## src/rtl/mem_arbiter_pkg.sv

```systemverilog
// Shared types and limits for the unified-memory arbiter.
package mem_arbiter_pkg;

   typedef enum logic [1:0] {
      IDLE   = 2'd0,
      ACCESS = 2'd1,
      RESP   = 2'd2
   } state_e;

   typedef enum logic {
      OWN_CORE = 1'b0,
      OWN_HOST = 1'b1
   } owner_e;

   localparam int MEM_LAT_MAX = 8;

endpackage

```

## src/rtl/mem_arb_pick.sv

```systemverilog
// Grant selection between core and host requests.
// MEMARB_RR_EN selects round-robin on ties; otherwise host always wins.
module mem_arb_pick
   import mem_arbiter_pkg::*;
(
   input  logic core_req_i,
   input  logic host_req_i,
`ifdef MEMARB_RR_EN
   input  logic last_host_i,
`endif
   output logic grant_o,
   output logic grant_host_o
);

   always_comb begin
      grant_o = core_req_i | host_req_i;
`ifdef MEMARB_RR_EN
      // On a tie the requester that did not own the memory last time wins.
      if (core_req_i && host_req_i) begin
         grant_host_o = ~last_host_i;
      end else begin
         grant_host_o = host_req_i;
      end
`else
      grant_host_o = host_req_i;
`endif
   end

endmodule

```

## src/rtl/mem_arbiter.sv

```systemverilog
// Arbitrates a single-ported memory between the core and the host port.
// Define MEMARB_RR_EN for round-robin ties instead of fixed host priority.
module mem_arbiter
   import mem_arbiter_pkg::*;
#(
   parameter int ADDR_W  = 32,
   parameter int DATA_W  = 32,
   parameter int MEM_LAT = 1
)(
   input  logic              i_Clk,
   input  logic              i_Reset,
   input  logic              i_CoreReq,
   input  logic              i_CoreWe,
   input  logic [ADDR_W-1:0] i_CoreAddr,
   input  logic [DATA_W-1:0] i_CoreWData,
   output logic              o_CoreAck,
   output logic [DATA_W-1:0] o_CoreRData,
   output logic              o_CoreStall,
   input  logic              i_HostReq,
   input  logic              i_HostWe,
   input  logic [ADDR_W-1:0] i_HostAddr,
   input  logic [DATA_W-1:0] i_HostWData,
   output logic              o_HostAck,
   output logic [DATA_W-1:0] o_HostRData,
   output logic              o_MemEn,
   output logic              o_MemWe,
   output logic [ADDR_W-1:0] o_MemAddr,
   output logic [DATA_W-1:0] o_MemWData,
   input  logic [DATA_W-1:0] i_MemRData,
   output logic              o_Busy
);

   localparam int CNT_W = $clog2(MEM_LAT + 1);
   localparam logic [CNT_W-1:0] CNT_LAST = CNT_W'(MEM_LAT - 1);

   generate
      if (MEM_LAT < 1 || MEM_LAT > MEM_LAT_MAX) begin : g_bad_lat
         $error("mem_arbiter: MEM_LAT out of range 1..8");
      end
   endgenerate

   state_e            state_q, state_d;
   logic [CNT_W-1:0]  cnt_q, cnt_d;
   owner_e            owner_q, owner_d;
   logic              we_q, we_d;
   logic [ADDR_W-1:0] addr_q, addr_d;
   logic [DATA_W-1:0] wdata_q, wdata_d;
   logic [DATA_W-1:0] core_rdata_q, core_rdata_d;
   logic [DATA_W-1:0] host_rdata_q, host_rdata_d;
   logic              grant;
   logic              grant_host;
`ifdef MEMARB_RR_EN
   logic              last_host_q;
`endif

   mem_arb_pick u_pick (
      .core_req_i   (i_CoreReq),
      .host_req_i   (i_HostReq),
`ifdef MEMARB_RR_EN
      .last_host_i  (last_host_q),
`endif
      .grant_o      (grant),
      .grant_host_o (grant_host)
   );

   always_ff @(posedge i_Clk or posedge i_Reset) begin
      if (i_Reset) begin
         state_q      <= IDLE;
         cnt_q        <= '0;
         owner_q      <= OWN_CORE;
         we_q         <= 1'b0;
         addr_q       <= '0;
         wdata_q      <= '0;
         core_rdata_q <= '0;
         host_rdata_q <= '0;
`ifdef MEMARB_RR_EN
         last_host_q  <= 1'b1;
`endif
      end else begin
         state_q      <= state_d;
         cnt_q        <= cnt_d;
         owner_q      <= owner_d;
         we_q         <= we_d;
         addr_q       <= addr_d;
         wdata_q      <= wdata_d;
         core_rdata_q <= core_rdata_d;
         host_rdata_q <= host_rdata_d;
`ifdef MEMARB_RR_EN
         if (state_q == IDLE && grant) begin
            last_host_q <= grant_host;
         end
`endif
      end
   end

   always_comb begin
      state_d      = state_q;
      cnt_d        = cnt_q;
      owner_d      = owner_q;
      we_d         = we_q;
      addr_d       = addr_q;
      wdata_d      = wdata_q;
      core_rdata_d = core_rdata_q;
      host_rdata_d = host_rdata_q;
      unique case (state_q)
         IDLE: begin
            if (grant) begin
               state_d = ACCESS;
               cnt_d   = '0;
               if (grant_host) begin
                  owner_d = OWN_HOST;
                  we_d    = i_HostWe;
                  addr_d  = i_HostAddr;
                  wdata_d = i_HostWData;
               end else begin
                  owner_d = OWN_CORE;
                  we_d    = i_CoreWe;
                  addr_d  = i_CoreAddr;
                  wdata_d = i_CoreWData;
               end
            end
         end
         ACCESS: begin
            // Read data is only valid at the end of the last enabled cycle.
            if (cnt_q == CNT_LAST) begin
               state_d = RESP;
               cnt_d   = '0;
               if (owner_q == OWN_HOST) begin
                  host_rdata_d = i_MemRData;
               end else begin
                  core_rdata_d = i_MemRData;
               end
            end else begin
               cnt_d = cnt_q + CNT_W'(1);
            end
         end
         RESP: begin
            state_d = IDLE;
         end
         default: begin
            state_d = IDLE;
         end
      endcase
   end

   always_comb begin
      o_MemEn   = (state_q == ACCESS);
      o_MemWe   = (state_q == ACCESS) && we_q;
      o_CoreAck = (state_q == RESP) && (owner_q == OWN_CORE);
      o_HostAck = (state_q == RESP) && (owner_q == OWN_HOST);
      o_Busy    = (state_q != IDLE);
   end

   assign o_MemAddr   = addr_q;
   assign o_MemWData  = wdata_q;
   assign o_CoreRData = core_rdata_q;
   assign o_HostRData = host_rdata_q;
   assign o_CoreStall = i_CoreReq & ~o_CoreAck;

endmodule

```

## config.mk

```make
export PLATFORM = sky130hd
export DESIGN_NAME = mem_arbiter
export DESIGN_NICKNAME = d
export VERILOG_FILES = /design/src/rtl/mem_arbiter_pkg.sv /design/src/rtl/mem_arb_pick.sv /design/src/rtl/mem_arbiter.sv
export SDC_FILE = /design/constraint.sdc
export NUM_CORES = 1
export LEC_CHECK = 0
export BUFFER_PORTS_ARGS = -buffer_cell sky130_fd_sc_hd__buf_2
export CAP_MARGIN = 10
export CORE_AREA = 2 2 120 122
export DETAILED_ROUTE_END_ITERATION = 7
export DIE_AREA = 0 0 122 124
export HOLD_SLACK_MARGIN = 0.08
export PLACE_DENSITY = 0.75
export SETUP_SLACK_MARGIN = 0.1
export SKIP_CTS_REPAIR_TIMING = 1
export SYNTH_ARGS = -nofsm -noshare
export SYNTH_HDL_FRONTEND = slang
export SYNTH_HIERARCHICAL = 1
export SYNTH_SLANG_ARGS = --single-unit
```

## constraint.sdc

```tcl
create_clock -name i_Clk -period 5.4 [get_ports i_Clk]
set_input_delay 0.81 -clock i_Clk [delete_from_list [all_inputs] [get_ports i_Clk]]
set_output_delay 0.81 -clock i_Clk [all_outputs]
set_load 0.01 [all_outputs]
```

After elaboration in Yosys (flattened, before gate mapping):

Cells that the tools add are included.

* register bits: 133

* $add $sub $neg: 1
* equality and inequality tests: 4
* multiplexer cells: 10
* bitwise operators: 5
* reduce and logical (&&, ||, !) cells: 11

Operators with widths (count)
* 2-to-1 mux 32 bit: 2
* AND reduction 2 bit: 3
* AND reduction 3 bit: 2
* 2-to-1 mux 1 bit: 4
* 2-to-1 mux 2 bit: 2
* inequality test 2 bit (second input constant): 2
* case mux 2 bit (2 select lines): 1
* nonzero test 2 bit: 2
* logical AND 1 bit: 3
* NOT 1 bit: 3
* equality test 2 x 1 -> 1 bit (second input constant): 1
* equality test 2 bit (second input constant): 1
* logical NOT 2 bit: 1
* case mux 1 bit (2 select lines): 1
* adder 1 bit (second input constant): 1
* AND 1 bit: 1
* bitwise OR 1 bit: 1

Depth between registers and ports, before layout:

Gate-level depths: netlist of the first run.

* word-level depth: 4
* mapped depth: 5
* depth with buffers taken out: 3

By module:

The synthesis of the first run kept the hierarchy.

By module, submodules not included
* mem_arbiter: instances 1, cells each 358, area an instance 5716.7 um^2, sequential area each 3303.2 um^2
* mem_arb_pick: instances 1, cells each 2, area an instance 13.8 um^2, sequential area each 0.0 um^2

Least setup slack after synthesis of the first run:

Ideal clock, no wire load.

* path kind: input to register
* start: input port i_HostReq
* end: register addr_q[0] (netlist: o_MemAddr[0])
* setup time: 0.125 ns
* data arrival time: 1.888 ns
* path slack: 3.387 ns
* stages: 5
* path buffers: 3
* cell sequence: buf_4 buf_2 buf_2 mux2_2 mux2_2

* word-level cells in the longest chain between the ends: 2
* elaborated cells on any way between the ends: 3

Ends and longest elaborated chain
* start, declared: line mem_arbiter.sv:19 `input logic i_HostReq,`
* bitwise OR 1 bit: line mem_arb_pick.sv:16 `grant_o = core_req_i | host_req_i;`
* AND reduction 2 bit (no source line)
* end signal, assigned: line mem_arbiter.sv:84 `addr_q <= addr_d;`
* end, declared: line mem_arbiter.sv:46 `logic [ADDR_W-1:0] addr_q, addr_d;`

Several ways; a longest one is shown, not always the timed one.
A chain may end at the register's enable or synchronous reset.

Worst setup path in the final report of the first run:

* start: register state_q[1]
* end: output port o_CoreStall

* word-level cells in the longest chain between the ends: 4

Ends and longest elaborated chain
* start, declared: line mem_arbiter.sv:42 `state_e state_q, state_d;`
* start signal, assigned: line mem_arbiter.sv:80 `state_q <= state_d;`
* equality test 2 bit: line mem_arbiter.sv:149 `o_CoreAck = (state_q == RESP) && (owner_q == OWN_CORE);`
* logical AND 1 bit: line mem_arbiter.sv:149
* NOT 1 bit: line mem_arbiter.sv:158 `assign o_CoreStall = i_CoreReq & ~o_CoreAck;`
* AND 1 bit: line mem_arbiter.sv:158
* end, declared: line mem_arbiter.sv:18 `output logic o_CoreStall,`

Every way passes these cells.

==> impl_metrics.env, run 1 <==
export IMPL_io_buffers=299
export IMPL_drv_cap=0
export IMPL_r2r_end="o_MemWData[15]"
export IMPL_synthTopCellsByCount="mux2_2 (192), dfrtp_1 (132), buf_2 (8), buf_4 (8)"
export IMPL_power_internal_mw=3.21
export IMPL_r2r_cells=3
export IMPL_worst_slew_pin_slew_ns=0.975
export IMPL_slew_headroom_pct=35.0
export IMPL_stdcell_area_mm2=0.00796
export IMPL_ir_drop_mv=0.375
export IMPL_synth_seq_area_share_pct=57.6
export IMPL_synth_edf_count=0
export IMPL_cts_buffers=17
export IMPL_endpoint_kind="output pin"
export IMPL_fillers=1133
export IMPL_required_ns=4.59
export IMPL_grt_usage_pct=18.5
export IMPL_drive_above_1_share_pct=78.7
export IMPL_pre_cts_ws_ns=2.72
export IMPL_yosys_warnings=6
export IMPL_diodes=0
export IMPL_p_switching_mw=1.56
export IMPL_worstSkewPairLatency_ns=0.41
export IMPL_yosysMostFrequentCell="mux2_2"
export IMPL_regArea_mm2=0.00330
export IMPL_drv_slew=0
export IMPL_cp_arrival_ns=1.54
export IMPL_grt_antenna_before_repair=0
export IMPL_synth_seq_cells=132
export IMPL_postSynth_asyncResetShare_pct=100
export IMPL_io_pins=300
export IMPL_placed_cell_area_mm2=0.00738
export IMPL_reg2reg_from="state_q[1]"
export IMPL_syn_area_mm2=0.00573
export IMPL_rows=43
export IMPL_drtIter0Drc=184
export IMPL_sw_frac_of_total_pct=32.7
export IMPL_fin_nets=828
export IMPL_synthFlopType="dfrtp_1"
export IMPL_die_w_um=122
export IMPL_grt_pass1_wl_mm=21.1
export IMPL_p_per_area_mw_per_mm2=599
export IMPL_leakagePower_nw=3.84
export IMPL_hold_class="flip-flop to flip-flop"
export IMPL_drt_wl_total_mm=14.2
export IMPL_die_y_um=124
export IMPL_ys_types=16
export IMPL_grt_overflow_total=0
export IMPL_grt_max_degree=80
export IMPL_grt_pass1_vias=4246
export IMPL_via_per_inst=4.78
export IMPL_path_clk_slew_ns=0.06
export IMPL_fin_crit_sh_pct=43.5
export IMPL_drc=0
export IMPL_dieArea_mm2=0.0151
export IMPL_period_needed_ns=2.35
export IMPL_vias=4088
export IMPL_cp_max_fo=8
export IMPL_syn_inst=360
export IMPL_cts_tree="yes"
export IMPL_postRouteAntennaNets=0
export IMPL_cp_start_kind="flip-flop"
export IMPL_clockBufferDepth=2
export IMPL_setup_violations=0
export IMPL_rsz0062_at_grt="false"
export IMPL_gp_congestion=0.774
export IMPL_synthTopCellsByArea="dfrtp_1 (58%), mux2_2 (38%), buf_4 (1.0%)"
export IMPL_yosys_area_top_type="dfrtp_1"
export IMPL_fin_setup_tns_ns=0
export IMPL_clk_root_buffer_cell="clkbuf_16"
export IMPL_core_area_mm2=0.0137
export IMPL_multi_input_area_mm2=0.00229
export IMPL_p_seq_share_pct=37.3
export IMPL_crit_start="state_q[1]"
export IMPL_hold_viol_final=0
export IMPL_syn_nets=526
export IMPL_synthToLayoutAreaGrowth_pct=39.0
export IMPL_hpwl_mm=10.6
export IMPL_postLayoutCoreUtil_pct=58.0
export IMPL_syn_area_per_cell_um2=15.9
export IMPL_crit_end="o_CoreStall"
export IMPL_ff2ff_setup_slack_ns=3.20
export IMPL_max_freq_ghz=0.426
export IMPL_status="finished clean"
export IMPL_power_frac_clock_pct=23.5
export IMPL_numClockSinks=132
export IMPL_setup_ws_ns=3.05
export IMPL_critPathKind="flip-flop to output pin"
export IMPL_initial_utilization_pct=41.8
export IMPL_power_frac_comb_pct=39.2
export IMPL_wire_per_inst_um=16.6
export IMPL_htree_levels=4
export IMPL_dr_pass1_iters=4
export IMPL_p_total_mw=4.77
export IMPL_synth_top_area_share_pct=57.6
export IMPL_finalClockSkew_ns=0.00876
worst min-delay path by stage:
stage,start,endpoint,slack [ns],cells after the start
5_1_grt,o_HostRData[16],o_HostRData[16],0.50,1
2_1_floorplan,we_q,we_q,0.47,1
6_report,o_CoreRData[20],o_CoreRData[20],0.49,1
4_1_cts,o_CoreRData[20],o_CoreRData[20],0.49,1
3_3_place_gp,o_CoreRData[26],o_CoreRData[26],0.47,1
3_5_place_dp,o_CoreRData[20],o_CoreRData[20],0.48,1
per-stage QoR:
stage,hold slack [ns],std cells
2_1_floorplan,0.472,360
3_3_place_gp,0.465,823
3_5_place_dp,0.478,823
4_1_cts,0.491,855
5_1_grt,0.502,855
6_report,0.485,855
cells by family after synthesis:
family	share of synthesized area [%]
buffers and inverters	2.53
DFF	57.6
muxes	38.3
and+or+nand+nor	1.51
layer usage:
metal  routed length [µm]  vias up  GRT usage [%]
met5                    0        -              0
met4                  321        0           7.26
met3                 1160       26           6.73
met2                 7540      184           33.5
met1                 5190     1983           19.5
li1                     -     1895              -
power groups by stage:
stage	sequential (mW)	combinational (mW)	clock, mW
floorplan	2.00	0.900	0
global placement	1.77	1.84	0
detailed placement	1.79	1.90	0
CTS	1.78	1.90	1.15
global route	1.85	2.02	1.19
finish	1.78	1.87	1.12
registers in the layout, summed over array words and instances (netlist names):
signal       flops
o_HostRData     32
o_MemAddr       32
o_CoreRData     32
state_q          2
we_q             1
owner_q          1
o_MemWData      32
cells in the final DEF (no fill, tap or decap), types with 2 or more instances in the layout:
master	count
clkinv_2	3
clkinvlp_4	5
mux2_1	3
mux2_2	192
dfrtp_1	132
clkbuf_16	17
buf_4	4
nor2b_1	3
nor3b_4	2
bufinv_16	2
buf_2	299
clkbuf_8	2
critical path, cell delays in order, from the launching register on:
cell     delay (ns)
dfrtp_1        0.54
nor3b_1        0.36
nor2b_1        0.08
buf_2          0.15
layout make-up:
| cell class | instances | area share [%] |
|---|---|---|
| flip-flops and latches | 132 | 41.5 |
| multi-input cells | 206 | 28.8 |
| inverters | 1 | 0.0786 |
| clock buffers | 20 | 5.74 |
| well taps | 180 | 2.83 |
| repair buffers | 304 | 19.4 |
| clock inverters | 12 | 1.63 |
No activity file was read; power rests on OpenSTA's default activity.
==> inputs of run 2 (changes only) <==
--- a/config.mk
+++ b/config.mk
@@ -5,13 +5,14 @@
 export SDC_FILE = /design/constraint.sdc
 export NUM_CORES = 1
 export LEC_CHECK = 0
+export ABC_AREA = 1
 export BUFFER_PORTS_ARGS = -buffer_cell sky130_fd_sc_hd__buf_2
 export CAP_MARGIN = 10
-export CORE_AREA = 2 2 120 122
+export CORE_AREA = 2 2 122 124
 export DETAILED_ROUTE_END_ITERATION = 7
-export DIE_AREA = 0 0 122 124
+export DIE_AREA = 0 0 124 126
 export HOLD_SLACK_MARGIN = 0.08
-export PLACE_DENSITY = 0.75
+export PLACE_DENSITY = 0.73
 export SETUP_SLACK_MARGIN = 0.1
 export SKIP_CTS_REPAIR_TIMING = 1
 export SYNTH_ARGS = -nofsm -noshare
==> constraint.sdc (replaced) <==
create_clock -name i_Clk -period 2.2 [get_ports i_Clk]
set_input_delay 0.33 -clock i_Clk [delete_from_list [all_inputs] [get_ports i_Clk]]
set_output_delay 0.33 -clock i_Clk [all_outputs]
set_load 0.01 [all_outputs]
==> impl_metrics.env, run 2 <==
export IMPL_status="finished clean"
export IMPL_synth_seq_cells=132
export IMPL_core_area_mm2=0.0143
export IMPL_grt_pass1_wl_mm=25.3
export IMPL_synth_top_area_share_pct=56.2
export IMPL_hpwl_mm=11.5
export IMPL_synthTopCellsByCount="nand2_1 (525), dfrtp_1 (132), inv_1 (43)"
export IMPL_stdcell_count=1268
export IMPL_leakagePower_nw=5.05
export IMPL_synth_seq_area_share_pct=56.2
export IMPL_drtIter0Drc=275
export IMPL_initial_utilization_pct=41.0
export IMPL_vias=5683
export IMPL_synthToLayoutAreaGrowth_pct=38.6
export IMPL_rsz0062_at_grt="false"
export IMPL_grt_max_degree=106
export IMPL_endpoint_kind="output pin"
export IMPL_grt_usage_pct=20.7
export IMPL_cp_start_kind="flip-flop"
export IMPL_dp_cells=1237
export IMPL_synthFlopType="dfrtp_1"
export IMPL_wire_per_inst_um=12.6
export IMPL_critPathKind="flip-flop to output pin"
export IMPL_slew_headroom_pct=59.1
export IMPL_yosysMostFrequentCell="nand2_1"
export IMPL_p_total_mw=11.5
export IMPL_drt_wl_total_mm=16.0
export IMPL_worst_slew_pin_slew_ns=0.613
export IMPL_drv_cap=0
export IMPL_fin_nets=1239
export IMPL_cts_tree="yes"
export IMPL_hold_ws_ns=0.128
export IMPL_hold_class="primary input to flip-flop"
export IMPL_r2r_end="o_HostRData[10]"
export IMPL_diodes=0
export IMPL_holdPathStages=3
export IMPL_most_common_layout_cells="nand2_1 (524), buf_2 (299), dfrtp_1 (132)"
export IMPL_crit_end="o_CoreStall"
export IMPL_die_y_um=126
export IMPL_htree_levels=4
export IMPL_cts_buffers=17
export IMPL_clockBufferDepth=2
export IMPL_path_clk_slew_ns=0.05
export IMPL_finalClockSkew_ns=0.00326
export IMPL_clk_root_buffer_cell="clkbuf_16"
export IMPL_cp_arrival_ns=1.35
export IMPL_required_ns=1.87
export IMPL_rows=44
export IMPL_yosys_warnings=6
export IMPL_die_w_um=124
export IMPL_syn_nets=950
export IMPL_fillers=1339
export IMPL_drive_above_1_share_pct=31.9
export IMPL_worstSkewPairLatency_ns=0.41
export IMPL_dieArea_mm2=0.0156
export IMPL_yosys_area_top_type="dfrtp_1"
export IMPL_postSynth_asyncResetShare_pct=100
export IMPL_io_buffers=299
export IMPL_final_common_cell="nand2_1"
export IMPL_syn_area_per_cell_um2=7.49
export IMPL_grt_antenna_before_repair=0
export IMPL_dr_pass1_iters=4
export IMPL_setup_violations=0
export IMPL_cp_max_fo=5
export IMPL_ys_types=14
export IMPL_gp_congestion=0.796
export IMPL_synth_edf_count=0
export IMPL_p_per_area_mw_per_mm2=1410
export IMPL_ir_drop_mv=0.548
export IMPL_reg2reg_from="owner_q"
export IMPL_syn_inst=784
export IMPL_period_needed_ns=1.68
export IMPL_drv_slew=0
export IMPL_ff2ff_setup_slack_ns=0.62
export IMPL_synthTopCellsByArea="dfrtp_1 (56%), nand2_1 (34%), o21ai_0 (2.8%)"
export IMPL_grt_pass1_vias=5357
export IMPL_placed_cell_area_mm2=0.00752
export IMPL_max_freq_ghz=0.596
export IMPL_io_pins=300
export IMPL_fin_crit_sh_pct=76.3
export IMPL_fin_setup_tns_ns=0
export IMPL_grt_overflow_total=0
export IMPL_crit_start="state_q[0]"
export IMPL_hold_viol_final=0
export IMPL_via_per_inst=4.48
export IMPL_numClockSinks=132
export IMPL_drc=0
export IMPL_postRouteAntennaNets=0
export IMPL_stdcell_area_mm2=0.00814
export IMPL_r2r_cells=3
export IMPL_syn_area_mm2=0.00587
## run 2: cell families after synthesis
logic type,share of synthesized area [%]
AO/OA/AOI/OAI,2.81
buffers and inverters,6.63
AND/OR/NAND/NOR,34.3
flip-flops,56.2
## run 2: area by class of cell
class,instances,area (µm²),area share (%)
tap,184,230,2.83
sequential,132,3300,40.6
clock buffer,22,484,5.95
inverter,44,169,2.07
clock inverter,8,125,1.54
multi-input combinational,567,2190,26.9
timing repair buffer,311,1640,20.1
## run 2: worst min path at each step
stage,slack [ns],startpoint,endpoint
2_1_floorplan,0.44,i_MemRData[0],o_CoreRData[0]
4_1_cts,-0.14,i_Reset,o_CoreRData[6]
6_report,0.13,i_MemRData[15],o_CoreRData[15]
3_3_place_gp,0.31,i_Reset,o_MemWData[4]
3_5_place_dp,0.30,i_Reset,o_MemWData[4]
5_1_grt,0.13,i_MemRData[15],o_CoreRData[15]
## run 2: routing by layer
metal  track usage, %  vias to the layer above  part of all wire [%]
met5                0                        -                     0
met4             8.66                        0                   2.5
met3             5.62                       34                   8.3
met2             34.3                      235                    47
met1             25.4                     2503                    42
li1                 -                     2911                     -
## run 2: critical path, cell delays in order (launching register included)
cell and delay [ns]:
dfrtp_1 0.42, inv_1 0.09, nand2_1 0.08, o21ai_0 0.16, inv_1 0.05, buf_2 0.14
## run 2: through the flow
stage	setup WS [ns]	utilization, %
after floorplan	0.233	-
after global placement	0.655	52.6
after detailed placement	0.602	52.6
after CTS	0.489	56.8
after global routing	0.399	56.9
final	0.522	56.9
## run 2: power by group
part	switching [mW]	total, mW	internal (mW)
registers	0.630	4.24	3.61
clock network	1.01	2.89	1.89
logic	2.69	4.37	1.67
==> inputs of run 3 (changes only) <==
--- a/config.mk
+++ b/config.mk
@@ -8,11 +8,11 @@
 export ABC_AREA = 1
 export BUFFER_PORTS_ARGS = -buffer_cell sky130_fd_sc_hd__buf_2
 export CAP_MARGIN = 10
-export CORE_AREA = 2 2 122 124
+export CORE_AREA = 2 2 123 125
 export DETAILED_ROUTE_END_ITERATION = 7
-export DIE_AREA = 0 0 124 126
+export DIE_AREA = 0 0 125 127
 export HOLD_SLACK_MARGIN = 0.08
-export PLACE_DENSITY = 0.73
+export PLACE_DENSITY = 0.75
 export SETUP_SLACK_MARGIN = 0.1
 export SKIP_CTS_REPAIR_TIMING = 1
 export SYNTH_ARGS = -nofsm -noshare
==> constraint.sdc (replaced) <==
create_clock -name i_Clk -period 1.5 [get_ports i_Clk]
set_input_delay 0.225 -clock i_Clk [delete_from_list [all_inputs] [get_ports i_Clk]]
set_output_delay 0.225 -clock i_Clk [all_outputs]
set_load 0.01 [all_outputs]
==> impl_metrics.env, run 3 (synthesis gave the netlist of run 2 again) <==
export IMPL_hold_viol_final=0
export IMPL_grt_pass1_vias=5601
export IMPL_numClockSinks=132
export IMPL_stdcell_area_mm2=0.00864
export IMPL_drt_wl_total_mm=16.8
export IMPL_drv_cap=0
export IMPL_dr_pass1_iters=5
export IMPL_cp_start_kind="flip-flop"
export IMPL_cts_tree="yes"
export IMPL_dieArea_mm2=0.0159
export IMPL_drtIter0Drc=268
export IMPL_reg2reg_from="state_q[1]"
export IMPL_setup_ws_ns=-0.0266
export IMPL_use_met1_pct=26.9
export IMPL_via_per_inst=4.56
export IMPL_globalRouteMet3Util_pct=5.15
export IMPL_clockBufferDepth=2
export IMPL_cts_buffers=17
export IMPL_critPathKind="flip-flop to output pin"
export IMPL_required_ns=1.27
export IMPL_htree_levels=4
export IMPL_setup_violations=1
export IMPL_slew_headroom_pct=71.7
export IMPL_drv_slew=0
export IMPL_r2r_end="o_CoreRData[21]"
export IMPL_dp_cells=1237
export IMPL_fin_crit_sh_pct=102
export IMPL_final_common_cell="nand2_1"
export IMPL_grt_overflow_total=0
export IMPL_top_usage_layer="met2"
export IMPL_ir_drop_mv=0.855
export IMPL_io_pins=300
export IMPL_cp_arrival_ns=1.30
export IMPL_fin_nets=1274
export IMPL_grt_antenna_before_repair=0
export IMPL_die_w_um=125
export IMPL_gp_congestion=0.812
export IMPL_initial_utilization_pct=40.7
export IMPL_grt_usage_pct=21.2
export IMPL_wire_per_inst_um=12.9
export IMPL_postRouteAntennaNets=0
export IMPL_stdcell_count=1304
export IMPL_grt_max_degree=79
export IMPL_path_clk_slew_ns=0.06
export IMPL_diodes=0
export IMPL_p_per_area_mw_per_mm2=2070
export IMPL_finalClockSkew_ns=0.00616
export IMPL_hold_ws_ns=0.0604
export IMPL_r2r_cells=6
export IMPL_drc=0
export IMPL_placed_cell_area_mm2=0.00757
export IMPL_endpoint_kind="output pin"
export IMPL_period_needed_ns=1.53
export IMPL_rows=44
export IMPL_crit_start="state_q[0]"
export IMPL_clk_root_buffer_cell="clkbuf_16"
export IMPL_worstSkewPairLatency_ns=0.41
export IMPL_hpwl_mm=11.7
export IMPL_status="complete, but fails checks"
export IMPL_grt_use_met2_pct=34.5
export IMPL_most_common_layout_cells="nand2_1 (521), buf_2 (298), dfrtp_1 (130)"
export IMPL_synthToLayoutAreaGrowth_pct=47.1
export IMPL_failed_checks="negative setup slack"
export IMPL_grt_pass1_wl_mm=27.2
export IMPL_hold_class="primary input to flip-flop"
export IMPL_die_y_um=127
export IMPL_cp_max_fo=5
export IMPL_worst_slew_pin_slew_ns=0.424
export IMPL_vias=5941
export IMPL_core_area_mm2=0.0144
export IMPL_crit_end="o_CoreStall"
export IMPL_drive_above_1_share_pct=32.0
export IMPL_max_freq_ghz=0.655
export IMPL_p_total_mw=17.9
export IMPL_ff2ff_setup_slack_ns=0.20
export IMPL_rsz0062_at_grt="true"
export IMPL_io_buffers=299
export IMPL_leakagePower_nw=5.26
==> run 3: stage by stage <==
step	util, %	setup WS, ns	TNS [ns]
6_report	59.9	-0.0266	-0.0266
5_1_grt	59.9	-0.100	-0.251
4_1_cts	57.4	-0.0984	-0.117
3_5_place_dp	52.5	0.205	0
3_3_place_gp	52.5	0.276	0
2_1_floorplan	-	-0.362	-47.81
==> run 3: cell type report <==
cell class,count,area (µm²)
repair buffers,346,2040
well taps,184,230
clock buffers,19,453
inverters,44,169
flip-flops and latches,132,3310
clock inverters,12,249
fillers,1310,5780
multi-input cells,567,2200
==> run 3: power by group <==
group / switching, mW / total, mW / internal (mW) / leakage, nW
clock network: 1.54 / 4.91 / 3.37 / 0.340
logic: 4.06 / 6.72 / 2.66 / 3.29
registers: 0.940 / 6.24 / 5.30 / 1.63
==> run 3: worst max-delay path: stages, from the launching register on <==
cell     delay (ns)
dfrtp_2        0.44
inv_2          0.08
nand2_2        0.07
o21ai_1        0.11
inv_1          0.06
buf_2          0.13
==> run 3: worst min path at each step <==
stage / startpoint / to / cells after the start
after global routing: i_CoreWData[8] / o_MemWData[8] / 5
after global placement: i_Reset / state_q[1] / 3
final: i_MemRData[28] / o_CoreRData[28] / 3
after floorplan: i_MemRData[0] / o_CoreRData[0] / 2
after CTS: i_Reset / o_MemWData[14] / 3
after detailed placement: i_Reset / o_MemWData[16] / 3
==> run 3: routing by layer <==
layer | part of all wire, % | routed length, µm
met1 | 42 | 7090
met2 | 49 | 8180
met5 | 0 | 0
met3 | 6.4 | 1080
met4 | 2.7 | 460
